File: src/rtl/voice_allocator.sv
// voice_allocator: packs pressed keys into three oldest-first voice slots, stealing the oldest when full.
module voice_allocator #(
   parameter int PW = 32,
   parameter int KW = 5
) (
   input  logic          clk,
   input  logic          rst_n,
   input  logic          ev_valid,
   output logic          ev_ready,
   input  logic          ev_press,
   input  logic [KW-1:0] ev_key,
   input  logic [PW-1:0] ev_period,
   output logic [PW-1:0] prd1,
   output logic [PW-1:0] prd2,
   output logic [PW-1:0] prd3,
   output logic [1:0]    notes,
   output logic          upd,
   output logic          steal
);
   typedef enum logic [1:0] {IDLE, SCAN, APPLY} state_t;
   state_t        state_q, state_d;
   logic [1:0]    idx_q, idx_d, midx_q, midx_d, notes_q, notes_d;
   logic          found_q, found_d, lpress_q, lpress_d, upd_q, upd_d, steal_q, steal_d;
   logic [KW-1:0] lkey_q, lkey_d;
   logic [PW-1:0] lper_q, lper_d;
   logic [KW-1:0] key_q [3];
   logic [KW-1:0] key_d [3];
   logic [PW-1:0] per_q [3];
   logic [PW-1:0] per_d [3];
   logic [2:0]    vld_q, vld_d;
   logic          hit;

   always_ff @(posedge clk or negedge rst_n) begin
      if (!rst_n) begin
         state_q  <= IDLE;
         idx_q    <= '0;
         midx_q   <= '0;
         notes_q  <= '0;
         found_q  <= 1'b0;
         lpress_q <= 1'b0;
         upd_q    <= 1'b0;
         steal_q  <= 1'b0;
         lkey_q   <= '0;
         lper_q   <= '0;
         key_q    <= '{default: '0};
         per_q    <= '{default: '0};
         vld_q    <= '0;
      end else begin
         state_q  <= state_d;
         idx_q    <= idx_d;
         midx_q   <= midx_d;
         notes_q  <= notes_d;
         found_q  <= found_d;
         lpress_q <= lpress_d;
         upd_q    <= upd_d;
         steal_q  <= steal_d;
         lkey_q   <= lkey_d;
         lper_q   <= lper_d;
         key_q    <= key_d;
         per_q    <= per_d;
         vld_q    <= vld_d;
      end
   end

   always_comb begin
      state_d = state_q == IDLE ? (ev_valid ? SCAN : IDLE) :
                state_q == SCAN ? (idx_q == 2'd2 ? APPLY : SCAN) : IDLE;
      idx_d   = state_q == SCAN ? idx_q + 2'd1 : 2'd0;
   end

   always_comb begin
      ev_ready = state_q == IDLE;
      prd1     = per_q[0];
      prd2     = per_q[1];
      prd3     = per_q[2];
      notes    = notes_q;
      upd      = upd_q;
      steal    = steal_q;
   end

   assign hit = vld_q[idx_q] && key_q[idx_q] == lkey_q;

   always_comb begin
      lpress_d = lpress_q;
      lkey_d   = lkey_q;
      lper_d   = lper_q;
      found_d  = found_q;
      midx_d   = midx_q;
      key_d    = key_q;
      per_d    = per_q;
      vld_d    = vld_q;
      notes_d  = notes_q;
      upd_d    = 1'b0;
      steal_d  = 1'b0;
      if (state_q == IDLE && ev_valid) begin
         lpress_d = ev_press;
         lkey_d   = ev_key;
         lper_d   = ev_period;
         found_d  = 1'b0;
         midx_d   = '0;
      end
      if (state_q == SCAN && !found_q && hit) begin
         found_d = 1'b1;
         midx_d  = idx_q;
      end
      if (state_q == APPLY) begin
         if (lpress_q && !found_q && lper_q != '0) begin
            upd_d = 1'b1;
            if (notes_q != 2'd3) begin
               key_d[notes_q] = lkey_q;
               per_d[notes_q] = lper_q;
               vld_d[notes_q] = 1'b1;
               notes_d        = notes_q + 2'd1;
            end else begin
               key_d   = '{key_q[1], key_q[2], lkey_q};
               per_d   = '{per_q[1], per_q[2], lper_q};
               vld_d   = 3'b111;
               steal_d = 1'b1;
            end
         end else if (!lpress_q && found_q) begin
            // slots above the top are already empty, so shifting them down clears the old top
            upd_d   = 1'b1;
            notes_d = notes_q - 2'd1;
            if (midx_q == 2'd0) begin
               key_d[0] = key_q[1];
               per_d[0] = per_q[1];
               vld_d[0] = vld_q[1];
            end
            if (midx_q < 2'd2) begin
               key_d[1] = key_q[2];
               per_d[1] = per_q[2];
               vld_d[1] = vld_q[2];
            end
            key_d[2] = '0;
            per_d[2] = '0;
            vld_d[2] = 1'b0;
         end
      end
   end
endmodule

File: config.mk
export PLATFORM = sky130hd
export DESIGN_NAME = voice_allocator
export DESIGN_NICKNAME = d
export VERILOG_FILES = /design/src/rtl/voice_allocator.sv
export SDC_FILE = /design/constraint.sdc
export NUM_CORES = 1
export LEC_CHECK = 0
export CAP_MARGIN = 20
export CORE_MARGIN = 4
export CORE_UTILIZATION = 47
export CTS_CLUSTER_SIZE = 28
export DETAILED_ROUTE_END_ITERATION = 10
export GPL_TIMING_DRIVEN = 0
export HOLD_SLACK_MARGIN = 0.05
export PLACE_DENSITY = 0.76
export RECOVER_POWER = 25
export SLEW_MARGIN = 20
export SYNTH_ARGS = -nofsm -noshare
export SYNTH_HDL_FRONTEND = slang
export SYNTH_SLANG_ARGS = --single-unit
File: constraint.sdc
create_clock -name clk -period 1.88 [get_ports clk]
set_input_delay 0.376 -clock clk [delete_from_list [all_inputs] [get_ports clk]]
set_output_delay 0.376 -clock clk [all_outputs]
set_load 0.02 [all_outputs]
; ---- Word-level counts from Yosys, hierarchy flattened
; Index checks and enable logic that the tools add are counted.
[word_totals]
input_bits = 41
latch_bits = 0
romBits = 0
mem_bits_rw = 0
out_inout_bits = 101
n_memories = 0
register_bits = 163
[classes]
n_mux = 46
shifts = 0
n_lt_le_gt_ge = 7
n_div = 0
n_eq_ne = 6
add_sub_neg = 3
n_reduce_logical = 22
n_bitwise = 3
multipliers = 0
[ops]
columns = cell, n
row1 = $mux W96, 3
row2 = $bwmux W96, 1
row3 = $mux W32, 3
row4 = $demux W32 S2, 1
row5 = $mux W15, 3
row6 = $reduce_bool A32 Y1, 1
row7 = $mux W5, 5
row8 = $mux W2, 9
row9 = $bwmux W15, 1
row10 = $mux W1, 13
row11 = $bmux W5 S2, 1
row12 = $demux W5 S2, 1
row13 = $logic_and A1 B1 Y1, 9
row14 = $mux W3, 3
row15 = $reduce_and A3 Y1, 3
row16 = $reduce_bool A2 Y1, 4
row17 = $ge A3 B3 Y1 const B, 2
row18 = $lt A2 B3 Y1 const B, 2
row19 = $not A2 Y3, 2
row20 = $eq A5 B5 Y1, 1
row21 = $add A2 B1 Y2 const B, 2
row22 = $eq A2 B2 Y1 const B, 2
row23 = $logic_not A2 Y1, 2
row24 = $lt A3 B1 Y1 const B, 1
row25 = 11 further kinds, 12

; ---- Longest topological paths before layout
; Gate-level depths: netlist (run 1).
[depth]
ltp_word = 8
depth_mapped = 8

; ---- Least setup slack after synthesis (run 1)
; OpenSTA, ideal clock, no wires.
[synth_timing]
kind = register -> register
from = register lper_q[10]
to = register per_q, in the netlist prd2[10]
slack_ns = -0.195
setup_ns = 0.125
arrival_ns = 1.951
stages_incl_launch_ff = 9
synth_period_minus_slack_ns = 2.075
path_cell_list = dfrtp_1 > nor4_1 > and4_1 > buf_4 > a21oi_2 > a31oi_1 > buf_4 > buf_4 > mux2_2
[synth_via]
elab_chain_cells = 4
word_cells_on_any_way = 8
[synth_rtl]
columns = item, line
row1 = start: declaration, 25  ; logic [PW-1:0] lper_q, lper_d;
row2 = start signal: assignment, 58  ; lper_q <= lper_d;
row3 = $reduce_bool A32 Y1, 107  ; if (lpress_q && !found_q && lper_q != '0) begin
row4 = $logic_and A1 B1 Y1, 107
row5 = $reduce_bool A2 Y1 (no line), n/a
row6 = $reduce_and A3 Y1 (no line), n/a
row7 = end signal: assignment, 60  ; per_q <= per_d;
row8 = end: declaration, 28  ; logic [PW-1:0] per_q [3];
; Parallel ways exist; a longest one is shown, timed or not.
; A chain may end at the register's enable or synchronous reset.

; ---- Final worst setup path (run 1)
[layout_timing]
from = register lper_q[5]
to = register per_q, in the netlist prd2[31]
[layout_via]
elab_chain_cells = 4
word_cells_on_any_way = 6
[layout_rtl]
columns = item, line
row1 = $reduce_bool A32 Y1 *, 107
row2 = $logic_and A1 B1 Y1 *, 107
row3 = $reduce_bool A2 Y1 (no line), n/a
row4 = $reduce_and A3 Y1 (no line), n/a
; Mark *: on every way between the ends. The rest lies on a longest branch, timed or not.

==> flow_summary_export.csv, run 1 <==
group,metric,value,unit
run_status,run_status,"finished with violations",
run_status,violations,"negative setup slack",
synth,async_reset_ff_frac,1.00,
clock_network,clk_pin_slew,0.06,ns
die,die_w,133,um
routing,drc,0,
placement,post-dp-hpwl,13.6,mm
routing,avgRoutedWirePerCell,22.5,um
sta,finalHoldViolCount,0,
final_layout,syn2layout_area_growth,49.7,%
setup_path,reg2reg_slack,-0.39,ns
setup_path,critPathRequiredTime,2.19,ns
placement,finalWeightedCongestion,0.906,
pwr,max-vdd-ir-drop,0.717,mV
synth,seq_area_frac_synth,0.552,
routing,drt_first_pass_iters,5,
clock_network,cts_tree,"yes",
clock_network,clkSinkCount,163,
synth,ys_seq_elements,163,
pwr,power.density,1560,mW/mm^2
sta,finalSetupViolCount,121,
setup_path,crit_arrival,2.58,ns
clock_network,numCtsBuffers,17,
synth,synth_cells,593,
clock_network,cts_max_path_buffers,2,
sta,setup_slack,-0.386,ns
setup_path,startpoint_type,"register",
sta,tightest_slew,0.871,ns
sta,fin_crit_sh,1.21,
die,coreArea,0.0153,sq mm
placement,place_ws,-0.709,ns
synth,yosys.cell_types.count,42,
flow_run,maxCapViolations,0,
routing,vias,6080,
sta,period_needed,2.27,ns
synth,ys_top_cells_by_area,"dfrtp_1, mux2_2, a22o_1",
global_routing,antenna_found_initial,0,
setup_path,crit_type,"reg -> reg",
hold_path,hp-start,"state_q[1]",
global_routing,gr-usage-all-layers,0.248,
sta,rsz0062_at_grt,"true",
hold_path,hold_class,"reg -> reg",
final_layout,final_common_cell,"dfrtp_1",
final_layout,utilization,0.723,
sta,fin_worst_skew,0.00787,ns
global_routing,grt_pass1_wl,34.5,mm
final_layout,final_cell_mix,"dfrtp_1, clkdlybuf4s50_1, a22o_1",
die,pin_count,142,
global_routing,grt_overflow,0,
placement,io_buffers,141,
global_routing,grt_pass1_vias,6257,
setup_path,cp-end-kind,"register",
sta,max_freq,0.441,GHz
setup_path,crit_fanout,6,
clock_network,insertion_delay,0.43,ns
sta,max_slew_margin,0.419,
pwr,leakagePower,5.06,nW
die,floorplan.initialDensity,0.483,
synth,synth_top_area_share,0.552,
synth,synthesis.area,0.00740,sq mm
die,fp-row-count,45,
final_layout,final_nets,856,
synth,synth_edf_count,0,
synth,synth_nets,635,
setup_path,critPathLaunch,"lper_q[5]",
global_routing,grt_max_degree,102,
routing,drt_iter0_drc,560,
setup_path,timing.rr.start,"lper_q[5]",
pwr,power,0.0173,W
die,fp.dieArea,0.0178,sq mm
synth,yosys_warnings,0,
synth,ys.flop_type,"dfrtp_1",
routing,ant_nets,0,
routing,vias_per_cell,5.86,
final_layout,final_layout_size_suffix_gt1_frac,0.411,
die,die_h,133,um
final_layout,antenna_cells,0,
synth,postSynthAreaPerCell,12.5,sq um
clock_network,htree_levels,4,
synth,yosys.area.top_type,"dfrtp_1",
clock_network,cts-root-buf,"clkbuf_16",
sta,drv_slew,0,
routing,drt-total-wl,23.3,mm
## per-layer routing
layer,share of wire,up-vias,track usage
li1,-,2605,-
met1,0.41,3126,0.321
met2,0.50,298,0.417
met3,0.066,51,0.0532
met4,0.025,0,0.0851
met5,0,-,0
## through the flow
step / hold slack, ns / instance area [sq um] / std cells / TNS [ns]
floorplan: 0.0804 / 7620 / 593 / -7.15
global placement: 0.447 / 9300 / 945 / -1028.37
CTS: 0.483 / 10700 / 1025 / -29.18
finish: 0.477 / 11100 / 1038 / -38.27
global route: 0.493 / 11100 / 1038 / -44.40
detailed placement: 0.351 / 9330 / 946 / -73.65
## critical path: stages, from the launching register on
cell	delay, ns
dfrtp_2	0.43
nor4_4	0.34
and4_1	0.29
buf_6	0.15
a21oi_4	0.09
a31oi_4	0.20
buf_6	0.18
buf_4	0.14
mux2_2	0.33
## worst paths after layout
check,endpoint,cells past startpoint
worst max-delay path,prd2[31],8
worst min-delay path,state_q[0],1
worst max register to register,prd2[31],8
worst min register to register,state_q[0],1
max in group asynchronous,idx_q[0],3
min in group asynchronous,prd1[25],2
## cell usage after synthesis (all sizes together) (2+ instances only)
| cell type | number |
|---|---|
| dfrtp | 163 |
| mux2 | 116 |
| nand2 | 79 |
| a22o | 74 |
| o21ai | 38 |
| buf | 35 |
| clkbuf | 11 |
| inv | 9 |
| nor4 | 9 |
| nor2 | 6 |
| nor2b | 6 |
| a21oi | 5 |
| mux2i | 4 |
| a2111oi | 3 |
| a22oi | 3 |
| and2 | 3 |
| nand2b | 3 |
| nor3 | 3 |
| xnor2 | 3 |
| a221oi | 2 |
| a31oi | 2 |
| a32o | 2 |
| and4 | 2 |
| o21a | 2 |
## flip-flops by register name, indices dropped and copies added (netlist names)
name	cells
midx_q	2
lper_q	32
steal	1
upd	1
vld_q	3
lkey_q	5
prd2	32
prd3	32
key_q	15
lpress_q	1
idx_q	2
notes	2
state_q	2
found_q	1
prd1	32
## report_power, final
group	total, W	leakage, nW	switching, W	internal (W)
sequential	0.00626	2.13	0.00139	0.00487
clock	0.00336	0.280	0.00140	0.00196
combinational	0.00770	2.65	0.00373	0.00397
total	0.0173	5.06	0.00652	0.0108
## cell type report
class,instances,area [sq um]
fillers,973,4250
multi-input cells,375,3580
clock inverters,8,75.1
flip-flops and latches,163,4110
plain buffers,41,439
repair buffers,207,2080
well taps,211,264
inverters,9,33.8
clock buffers,24,492
## cells by family (layout without fill, tap and decap cells)
family,count (synthesis),in the layout,synth area share
compound gates,139,139,0.148
xor+xnor,3,3,0.00355
fa+ha+maj,1,1,0.00169
buf+inv,55,289,0.0467
flops,163,163,0.552
mux,120,120,0.182
simple gates,112,112,0.0670
## what timing repair did
action / 4_1_cts / 5_1_grt
pin swaps: 22 / 17
setup buffers: 43 / 18
cloned: 3 / 1
gates resized for setup: 140 / 70
hold buffers: 1 / 0
setup endpoints to repair: 127 / 151
hold endpoints to repair: 62 / 0
Note: power is estimated with default switching activity, not from simulation.
==> run 2: changes to the inputs <==
Settings changed: MAX_ROUTING_LAYER set to met4.
==> run 2 against run 1 <==
Final cell count did not move. Setup slack got worse by 0.037 ns. Sequential cell count did not move. Power fell by 0.17%. Hold slack improved by 0.0017 ns. Clock skew barely moved. Combinational power barely moved. The flow still finishes with violations (negative setup slack). Largest power group unchanged. Clock power barely moved.
==> flow_summary_export.csv, run 2 (synthesis results as in run 1) <==
group,metric,value,unit
sta,finalSetupViolCount,121,
sta,finalHoldViolCount,0,
die,die_w,133,um
sta,rsz0062_at_grt,"true",
sta,fin_worst_skew,0.00799,ns
flow_run,maxCapViolations,0,
setup_path,crit_type,"reg -> reg",
global_routing,grt_pass1_wl,34.4,mm
global_routing,grt_overflow,0,
sta,period_needed,2.30,ns
setup_path,cp-end-kind,"register",
setup_path,worst-path-buf-inv,3,
setup_path,cp_top_family,"simple AND/OR/NAND/NOR gates",
final_layout,final_cell_mix,"dfrtp_1, clkdlybuf4s50_1, a22o_1",
die,fp.dieArea,0.0178,sq mm
sta,whs,0.478,ns
placement,finalWeightedCongestion,0.922,
routing,vias,6021,
pwr,power.internal,0.0108,W
final_layout,antenna_cells,0,
pwr,clkPwrFrac,0.194,
placement,place_ws,-0.709,ns
clock_network,htree_levels,4,
hold_path,hold_class,"reg -> reg",
pwr,max-vdd-ir-drop,0.715,mV
die,die_h,133,um
routing,vias_per_cell,5.80,
final_layout,final_layout_size_suffix_gt1_frac,0.411,
setup_path,crit_path_frequent_cell,"buf_6",
setup_path,crit_fanout,6,
clock_network,insertion_delay,0.43,ns
die,floorplan.initialDensity,0.483,
routing,drt_iter0_drc,616,
setup_path,cp_slowest_stage_delay,0.43,ns
pwr,combPwrFrac,0.445,
pwr,swShare,0.375,
setup_path,startpoint_type,"register",
clock_network,clkSinkCount,163,
routing,drt_first_pass_iters,5,
die,pin_count,142,
clock_network,cts_tree,"yes",
final_layout,syn2layout_area_growth,49.7,%
sta,drv_slew,0,
clock_network,clk_pin_slew,0.06,ns
pwr,power.density,1560,mW/mm^2
sta,setup_slack,-0.423,ns
placement,post-dp-hpwl,13.6,mm
final_layout,final_nets,856,
setup_path,cp_cell_sequence,"nor4_4, and4_1, buf_6, a21oi_4, a31oi_4, buf_6, buf_4, mux2_2",
routing,drt-total-wl,23.2,mm
run_status,violations,"negative setup slack",
global_routing,antenna_found_initial,0,
clock_network,numCtsBuffers,17,
sta,fin_crit_sh,1.23,
pwr,seq_power_share,0.362,
clock_network,cts_max_path_buffers,2,
routing,avgRoutedWirePerCell,22.3,um
sta,max_slew_margin,0.411,
sta,max_freq,0.434,GHz
pwr,p_switching,0.00649,W
die,fp-row-count,45,
global_routing,gr-usage-all-layers,0.256,
global_routing,grt_max_degree,102,
placement,io_buffers,141,
run_status,run_status,"finished with violations",
global_routing,grt_pass1_vias,6252,
setup_path,critPathRequiredTime,2.19,ns
routing,ant_nets,0,
routing,drc,0,
setup_path,crit_arrival,2.61,ns
setup_path,slowest_stage,"dfrtp_2",
sta,tightest_slew,0.883,ns
pwr,leakagePower,5.06,nW
die,coreArea,0.0153,sq mm
clock_network,cts-root-buf,"clkbuf_16",
final_layout,final_common_cell,"dfrtp_1",
run 2: cell counts in the layout (fill, tap and decap cells not counted):
Identical to the previous run, type by type.
run 2: path summary, 6_finish.rpt:
path                       startpoint       end  slack, ns  cells past startpoint
setup reg to reg            lper_q[5]  prd2[31]      -0.42                      8
max in group asynchronous       rst_n  idx_q[0]       0.13                      3
hold reg to reg              idx_q[0]  idx_q[0]       0.48                      1
min in group asynchronous       rst_n  prd2[25]       0.63                      2
setup / recovery            lper_q[5]  prd2[31]      -0.42                      8
hold / removal               idx_q[0]  idx_q[0]       0.48                      1
run 2: what timing repair did:
action | 4_1_cts | 5_1_grt
setup buffers | 43 | 18
pin swaps | 22 | 17
hold buffers | 1 | 0
endpoints found under the hold margin | 62 | 0
resized for setup | 140 | 70
setup endpoints to repair | 127 | 151
gates cloned | 3 | 1
run 2: cell type report:
class / count / area, sq um
plain buffers: 41 / 439
clock buffers: 24 / 492
clock inverters: 8 / 75.1
fillers: 973 / 4250
inverters: 9 / 33.8
multi-input cells: 375 / 3580
flip-flops and latches: 163 / 4110
well taps: 211 / 264
repair buffers: 207 / 2080
run 2: metal layers:
metal	track usage	vias up	wire length, um	share of wire
li1	-	2601	-	-
met2	0.418	301	11500	0.50
met4	0.0800	0	628	0.027
met3	0.0525	55	1550	0.067
met1	0.323	3064	9500	0.41
met5	-	-	0	0
run 2: power by group through the flow:
stage	combinational [W]	sequential, W	clock (W)
finish	0.00769	0.00626	0.00335
global route	0.00809	0.00641	0.00354
CTS	0.00695	0.00618	0.00336
detailed placement	0.00596	0.00621	0
global placement	0.00580	0.00613	0
floorplan	0.00285	0.00667	0
run 2: per-stage QoR:
| step | area, sq um | utilization | total power, W | instances | setup TNS, ns |
|---|---|---|---|---|---|
| finish | 11100 | 0.723 | 0.0173 | 1038 | -41.57 |
| global route | 11100 | 0.723 | 0.0180 | 1038 | -44.22 |
| CTS | 10700 | 0.701 | 0.0165 | 1025 | -29.18 |
| detailed placement | 9330 | 0.609 | 0.0122 | 946 | -73.65 |
| global placement | 9300 | 0.607 | 0.0119 | 945 | -1028.37 |
| floorplan | 7620 | - | 0.00952 | 593 | -7.15 |
==> run 3: changes to the inputs <==
Settings changed: ABC_AREA set to 1, CORE_UTILIZATION 47 to 28, PLACE_DENSITY 0.76 to not set, SLEW_MARGIN 20 to not set.
==> run 3 against run 2 <==
The flow still finishes with violations (negative setup slack). Non-clock buffer count is 23 higher. Clock skew rose by 0.0052 ns. Sequential share of layout area decreased by 4.4 points. Count of clock-buffer cells in the layout decreased by 6. Combinational power up 43%. Final cell count grew 77%. Fmax is 13% higher. Critical path type unchanged. Largest cell class is now multi-input gates. Highest routed layer unchanged.
==> flow_summary_export.csv, run 3 <==
group,metric,value,unit
global_routing,gr-usage-all-layers,0.207,
routing,drt_iter0_drc,1099,
final_layout,nFillCells,3071,
final_layout,final_cell_mix,"nand2_1, dfrtp_1, nand4_1",
setup_path,cp_top_family,"simple AND/OR/NAND/NOR gates",
clock_network,cts_max_path_buffers,2,
synth,synth_cells,1234,
setup_path,slowest_stage,"dfrtp_1",
placement,place_ws,-0.559,ns
global_routing,grt_overflow,0,
synth,async_reset_ff_frac,1.00,
synth,synth_xor_area_frac,0,
clock_network,cts_tree,"yes",
clock_network,htree_levels,4,
synth,synth_top_family_by_area,"simple AND/OR/NAND/NOR gates",
synth,ys_top_cells_by_count,"nand2_1, dfrtp_1, nand4_1, o21ai_0, nand3_1",
routing,vias_per_cell,5.25,
placement,post-dp-hpwl,24.0,mm
sta,max_freq,0.489,GHz
die,die_w,186,um
setup_path,critPathRequiredTime,2.20,ns
global_routing,antenna_found_initial,0,
sta,tightest_slew,0.902,ns
synth,synthesis.area,0.00883,sq mm
sta,period_needed,2.05,ns
final_layout,syn2layout_area_growth,41.1,%
clock_network,cts-root-buf,"clkbuf_16",
sta,fin_crit_sh,1.09,
sta,fin_worst_skew,0.0132,ns
setup_path,worst-path-buf-inv,4,
synth,ys_seq_elements,163,
synth,ys.flop_type,"dfrtp_1",
die,pin_count,142,
synth,synthAdderAreaFrac,0.00142,
die,fp.dieArea,0.0344,sq mm
final_layout,utilization,0.404,
sta,drv_slew,0,
hold_path,hold_class,"in -> async",
die,fp-row-count,64,
setup_path,crit_fanout,9,
pwr,power.density,1610,mW/mm^2
clock_network,clk_pin_slew,0.07,ns
routing,ant_nets,0,
setup_path,crit_path_frequent_cell,"buf_12",
pwr,leakagePower,6.71,nW
routing,vias,9631,
synth,synth.area.mux_share,0,
setup_path,cp-end-kind,"register",
sta,tns,-10.31,ns
synth,yosys.area.top_type,"dfrtp_1",
setup_path,startpoint_type,"register",
routing,drt-total-wl,34.8,mm
clock_network,numCtsBuffers,17,
synth,yosys.area_share.simple,0.376,
die,die_h,186,um
sta,max_slew_margin,0.399,
sta,finalSetupViolCount,113,
die,coreArea,0.0308,sq mm
final_layout,final_common_cell,"nand2_1",
setup_path,cp_slowest_stage_delay,0.41,ns
global_routing,grt_max_degree,110,
flow_run,maxCapViolations,0,
sta,rsz0062_at_grt,"true",
routing,avgRoutedWirePerCell,19.0,um
pwr,power,0.0200,W
synth,synth_nets,1276,
synth,postSynthAreaPerCell,7.15,sq um
sta,finalHoldViolCount,0,
routing,drt_first_pass_iters,6,
synth,ys_top_cells_by_area,"dfrtp_1, nand2_1, nand4_1",
synth,yosysMostFrequentCell,"nand2_1",
synth,seq_area_frac_synth,0.462,
pwr,max-vdd-ir-drop,1.09,mV
run_status,run_status,"finished with violations",
run_status,violations,"negative setup slack",
clock_network,clkSinkCount,163,
synth,synth-compound-area-share,0.0795,
synth,synth_top_area_share,0.462,
routing,drc,0,
setup_path,crit_arrival,2.37,ns
synth,yosys_warnings,0,
clock_network,insertion_delay,0.44,ns
setup_path,cp_cell_sequence,"nor2_4, nand4_1, nor2_2, nand2_2, nand2_4, buf_12, buf_12, o21ai_4, buf_6, buf_12, nand4_1, nand2_1",
final_layout,final_layout_size_suffix_gt1_frac,0.159,
die,floorplan.initialDensity,0.286,
final_layout,antenna_cells,0,
synth,yosys.cell_types.count,23,
global_routing,grt_pass1_vias,9291,
sta,whs,0.432,ns
final_layout,final_nets,1469,
placement,finalWeightedCongestion,0.914,
sta,setup_slack,-0.165,ns
global_routing,grt_pass1_wl,54.1,mm
placement,io_buffers,141,
setup_path,crit_type,"reg -> reg",
synth,synth_edf_count,0,
run 3: logic make-up (layout without fill, tap and decap cells):
| group | count (synthesis) | in the layout |
|---|---|---|
| adders and majority gates | 1 | 1 |
| AOI/OAI and AO/OA | 133 | 133 |
| buffers and inverters | 165 | 370 |
| DFF | 163 | 163 |
| and+or+nand+nor | 772 | 772 |
run 3: worst reg2reg max path, delay by kind of cell, from the launching register on:
family	cells	cell delay (ns)
flip-flops	1	0.41
AND/OR/NAND/NOR	7	0.88
buffers and inverters	4	0.55
AO/OA/AOI/OAI	1	0.07
run 3: report_power, final:
group,leakage [nW],internal (W),switching (W)
Clock,0.272,0.00195,0.00155
Combinational,4.24,0.00432,0.00673
Sequential,2.20,0.00457,0.000931
Total,6.71,0.0108,0.00921
run 3: worst paths after layout:
| path | startpoint | slack (ns) | cells after the start | endpoint |
|---|---|---|---|---|
| max | lper_q[2] | -0.17 | 12 | key_q[5] |
| min | rst_n | 0.43 | 2 | prd2[11] |
| max reg2reg | lper_q[2] | -0.17 | 12 | key_q[5] |
| min reg2reg | prd1[7] | 0.48 | 2 | prd1[7] |
| max in group asynchronous | rst_n | 0.23 | 3 | prd1[25] |
| min in group clk | prd1[7] | 0.48 | 2 | prd1[7] |
run 3: through the flow:
step,area [sq um],cells
after detailed placement,10800,1772
after global routing,12500,1835
after CTS,12200,1834
after floorplan,8830,1234
final,12500,1835
after global placement,10700,1771
run 3: final cells by class:
cell class,instances,area (sq um),area share
Buffer,94,778,0.0625
Clock inverter,13,138,0.0111
Multi-Input combinational cell,906,4250,0.341
Sequential cell,163,4080,0.328
Inverter,68,258,0.0207
Tap cell,396,495,0.0398
Timing Repair Buffer,177,2030,0.163
Clock buffer,18,429,0.0345
run 3: metal layers:
layer  global-route usage  part of all wire
met5                    -                 0
met4               0.0507             0.019
met3               0.0322             0.073
met2                0.317              0.46
met1                0.289              0.45
run 3: timing repair:
action	CTS	global route
gates resized for setup	189	114
buffers inserted	22	3
endpoints found under the hold margin	54	0
endpoints found under the setup margin	186	172
pin swaps	38	46
gates cloned	10	3
hold buffers	1	0
